File: src/rtl/tick_down_counter.sv
// Loadable, pausable down-counter driven by an internal tick prescaler.
// Decrements once per TICK_DIV run cycles and pulses done on reaching zero.
module tick_down_counter #(
  parameter int unsigned WIDTH    = 4,
  parameter int unsigned TICK_DIV = 100_000_000
) (
  input  logic             clk,
  input  logic             rst,
  input  logic             load,
  input  logic [WIDTH-1:0] load_val,
  input  logic             start,
  input  logic             pause,
  output logic [WIDTH-1:0] count,
  output logic             tick,
  output logic             busy,
  output logic             done,
  output logic             zero
);

  localparam int unsigned PW = (TICK_DIV > 2) ? $clog2(TICK_DIV) : 1;
  localparam logic [PW-1:0] PRESC_LAST = PW'(TICK_DIV - 1);

  typedef enum logic [1:0] {
    IDLE   = 2'd0,
    RUN    = 2'd1,
    PAUSED = 2'd2,
    DONE   = 2'd3
  } state_t;

  state_t        state;
  logic [PW-1:0] presc;
  logic          advance;
  logic          presc_last;
  logic          last_count;

  // A resume edge counts as a run edge, so a frozen terminal prescale fires on it.
  always_comb begin
    advance    = ((state == RUN) && !pause) || ((state == PAUSED) && start);
    presc_last = (presc == PRESC_LAST);
    last_count = (count == WIDTH'(1));
  end

  assign zero = (count == '0);

  always_ff @(posedge clk) begin
    if (!rst) begin
      state <= IDLE;
      count <= '0;
      presc <= '0;
      tick  <= 1'b0;
      done  <= 1'b0;
      busy  <= 1'b0;
    end else begin
      tick <= 1'b0;
      done <= 1'b0;
      if (load) begin
        count <= load_val;
        presc <= '0;
        state <= IDLE;
        busy  <= 1'b0;
      end else if (state == IDLE) begin
        if (start && !zero) begin
          state <= RUN;
          presc <= '0;
          busy  <= 1'b1;
        end
      end else if ((state == RUN) && pause) begin
        state <= PAUSED;
      end else if (advance) begin
        state <= RUN;
        busy  <= 1'b1;
        if (presc_last) begin
          presc <= '0;
          count <= count - WIDTH'(1);
          tick  <= 1'b1;
          if (last_count) begin
            done  <= 1'b1;
            state <= DONE;
            busy  <= 1'b0;
          end
        end else begin
          presc <= presc + PW'(1);
        end
      end
    end
  end

endmodule

File: config.mk
export PLATFORM = sky130hd
export DESIGN_NAME = tick_down_counter
export DESIGN_NICKNAME = d
export VERILOG_FILES = /design/src/rtl/tick_down_counter.sv
export SDC_FILE = /design/constraint.sdc
export NUM_CORES = 1
export LEC_CHECK = 0
export ABC_CLOCK_PERIOD_IN_PS = 2500
export BUFFER_PORTS_ARGS = -buffer_cell sky130_fd_sc_hd__buf_2
export CAP_MARGIN = 20
export CORE_ASPECT_RATIO = 0.75
export CORE_MARGIN = 4
export CORE_UTILIZATION = 35
export DETAILED_ROUTE_END_ITERATION = 12
export SYNTH_ARGS = -nofsm -noshare
export SYNTH_HDL_FRONTEND = slang
export SYNTH_SLANG_ARGS = --single-unit
File: constraint.sdc
create_clock -name clk -period 2.5 [get_ports clk]
set_clock_uncertainty 0.05 [all_clocks]
set_input_delay 0.5 -clock clk [delete_from_list [all_inputs] [get_ports clk]]
set_output_delay 0.5 -clock clk [all_outputs]
set_load 0.02 [all_outputs]
==> impl_metrics.env <==
export IMPL_run_status="finished clean"
export IMPL_cp_end_kind="register"
export IMPL_synth_async_sr_flop_share_pct=0
export IMPL_critPathArrivalTime_ns=2.33
export IMPL_critical_path_top_delay_family="simple AND/OR/NAND/NOR gates"
export IMPL_cts_tree="done"
export IMPL_gate_power_share_pct=9.3
export IMPL_route_detailed_vias_per_inst=5.28
export IMPL_post_synthesis_sequential_element_count=36
export IMPL_chipHeight_um=71.7
export IMPL_sw_power_mw=0.274
export IMPL_die_area_um2=6660
export IMPL_effective_utilization_at_floorplan_pct=37.4
export IMPL_hold_violations_final=0
export IMPL_cts_htree_levels=2
export IMPL_io_buffer_count=16
export IMPL_average_wire_per_standard_cell_um=13.7
export IMPL_hold_class="in2reg"
export IMPL_grt_max_degree=25
export IMPL_die_width_um=92.9
export IMPL_number_of_buffers_on_the_longest_clock_path=2
export IMPL_yosys_area_top_type_share_pct=38.1
export IMPL_ys_warn_count=0
export IMPL_critPathLaunchType="register"
export IMPL_gr_overflow_total=0
export IMPL_ys_top_cells_by_count="36 x dfxtp_1, 27 x nor2_1, 18 x xnor2_1"
export IMPL_setup_viol_count_final=0
export IMPL_synth_yosys_seq_area_share_pct=38.1
export IMPL_synth_cell_types=44
export IMPL_static_leakage_power_nw=0.686
export IMPL_final_setup_tns_ns=0
export IMPL_rr_worst_depth=6
export IMPL_r2r_end="presc[17]"
export IMPL_number_of_max_cap_violations=0
export IMPL_num_vias=1647
export IMPL_maxSlewViolCount=0
export IMPL_worstPathCellList="or4_4, nor4_4, a21oi_1, o21bai_4, buf_12, a21oi_1"
export IMPL_final_period_minus_worst_setup_slack_ns=2.21
export IMPL_synth_top_area_cell="dfxtp_1"
export IMPL_cts_repair_resize_count=0
export IMPL_irDropWorstVdd_v=0.000231
export IMPL_drive_gt1_share_pct=15.4
export IMPL_cp_buffers_inverters=1
export IMPL_timing_fmax_mhz=452
export IMPL_synth_top_cells_by_area="dfxtp_1 38%, xnor2_1 8.3%, nor2_1 5.4%"
export IMPL_total_power_mw=1.12
export IMPL_clock_sinks=36
export IMPL_grt_met3_usage_pct=3.46
export IMPL_cp_data_required_time_ns=2.62
export IMPL_timing_setup_critical_path_class="reg2reg"
export IMPL_most_used_standard_cell_by_instance_count_after_synthesis="dfxtp_1"
export IMPL_gp_routability_congestion=0.875
export IMPL_detailedRoute_firstPassIterationCount=4
export IMPL_critical_path_reg2reg_startpoint="presc[10]"
export IMPL_numCtsBuffers=5
export IMPL_yosys_most_used_dff="dfxtp_1"
export IMPL_whs_path_depth=3
export IMPL_critPathSlowestCell="or4_4"
export IMPL_power_share_sequential_pct=52.4
export IMPL_global_route_usage_met1_pct=20.6
export IMPL_antenna_cells=0
export IMPL_max_slew_worst_pin_slew_ns=0.459
export IMPL_synth_area_um2=1890
export IMPL_area_growth_synth_to_final_pct=14.9
export IMPL_postSynthNetCount=231
export IMPL_cpMostUsedCell="a21oi_1"
export IMPL_cts_hold_buffers_added=0
export IMPL_grtUsageMet2_pct=18.8
export IMPL_cts_post_setup_buffers_inserted=0
export IMPL_design_portCount=17
export IMPL_initial_antenna_violation_count=0
export IMPL_worstSkewPairLatency_ns=0.28
export IMPL_first_pass_grt_wire_length_mm=7.32
export IMPL_min_from="rst"
export IMPL_root_buffer="clkbuf_8"
export IMPL_slew_headroom_pct=69.4
export IMPL_hpwl_mm=3.01
export IMPL_drtIter0Drc=79
export IMPL_coreArea_um2=5060
export IMPL_post_synth_cell_area_avg_um2=8.64
export IMPL_syn_inst=219
export IMPL_routed_wirelength_mm=4.26
export IMPL_internal_power_mw=0.843
export IMPL_first_global_vias=1464
export IMPL_count_of_flip_flops_with_a_built_in_enable_after_synthesis=0
export IMPL_grt_setup_unrepaired="false"
export IMPL_tot_gr_track_use_pct=13.6
export IMPL_worstHoldEndpoint="count[0]"
export IMPL_fraction_of_power_spent_switching_nets_pct=24.5
export IMPL_row_count=22
export IMPL_path_clk_slew_ns=0.07
export IMPL_power_frac_clock_pct=38.3
export IMPL_cp_slowest_stage_delay_ns=0.56
export IMPL_worst_slack_on_hold_paths_ns=0.419
export IMPL_power_density_cell_area_nw_per_um2=514
export IMPL_timing_final_crit_share_pct=88.4
export IMPL_remaining_number_of_nets_flagged_by_the_antenna_check_after_routing=0
export IMPL_design_final_nets=251
export IMPL_crit_path_max_fanout=24
export IMPL_r2r_setup_slack_ns=0.29
export IMPL_grt_busiest_layer="met1"
export IMPL_drt_drc_violations_left=0
[layer usage]
layer | vias up | share of wire, %
li1 | 826 | -
met1 | 778 | 54
met2 | 39 | 41
met3 | 4 | 4.4
met4 | 0 | 0.80
met5 | - | 0
[worst min-delay path, stage by stage]
cell	delay, ns
buf_2	0.13
inv_1	0.05
a211oi_1	0.03
[cells by family after synthesis]
group                      share of synthesized area (%)
adders and majority gates                           1.98
DFF                                                 38.1
buffers and inverters                               3.50
xor gates and xnor gates                            9.72
and+or+nand+nor                                     36.6
AOI/OAI and AO/OA                                   10.1
[power by group through the flow]
stage / Clock (mW) / Sequential, mW / Combinational (mW)
after floorplan: 0 / 0.604 / 0.0588
after global placement: 0 / 0.599 / 0.104
after detailed placement: 0 / 0.599 / 0.104
after CTS: 0.440 / 0.586 / 0.104
after global routing: 0.467 / 0.587 / 0.113
final: 0.428 / 0.586 / 0.103
[worst max-delay path by stage]
stage	from	endpoint	slack [ns]	cells after the start
global route	count[0]	presc[9]	0.12	8
global placement	pause	presc[17]	0.23	6
detailed placement	pause	presc[17]	0.27	6
floorplan	count[0]	presc[6]	0.24	9
CTS	presc[10]	presc[14]	0.28	6
finish	presc[10]	presc[17]	0.29	6
[stage by stage]
step	setup WS [ns]	instances	cell area [um2]	util, %
after floorplan	0.238	219	1890	-
after global placement	0.231	304	2090	41.2
after detailed placement	0.266	304	2090	41.2
after CTS	0.280	312	2180	43.0
after global routing	0.123	312	2180	43.0
final	0.290	312	2180	43.0
[cells in the final DEF (no fill, tap or decap), types with 3 or more instances in the layout]
cell type / Yosys / routed
buf_2: 2 / 16
nor4_1: 7 / 7
o21ai_0: 9 / 9
inv_1: 7 / 7
nand4_1: 8 / 8
nor2b_1: 5 / 5
xor2_1: 3 / 3
and4_1: 3 / 3
or3_1: 6 / 6
ha_1: 3 / 3
clkbuf_8: 0 / 6
nor2_1: 27 / 27
buf_4: 2 / 4
a21oi_1: 10 / 10
dfxtp_1: 36 / 36
nor3b_1: 3 / 3
nand3_1: 6 / 6
nor3_1: 8 / 8
nor4b_1: 5 / 5
xnor2_1: 18 / 18
nand2_1: 14 / 14
[sequential cells by signal, indices dropped and copies added, names as in the netlist]
signal,cells
tick,1
busy,1
state,2
presc,27
done,1
count,4
[final cells by class]
| cell class | count | area [um2] |
|---|---|---|
| multi-input cells | 168 | 1120 |
| inverters | 7 | 26.3 |
| fillers | 524 | 2890 |
| repair buffers | 21 | 130 |
| flip-flops and latches | 36 | 721 |
| clock buffers | 8 | 90.1 |
| well taps | 72 | 90.1 |
Note: power is estimated with default switching activity, not from simulation.
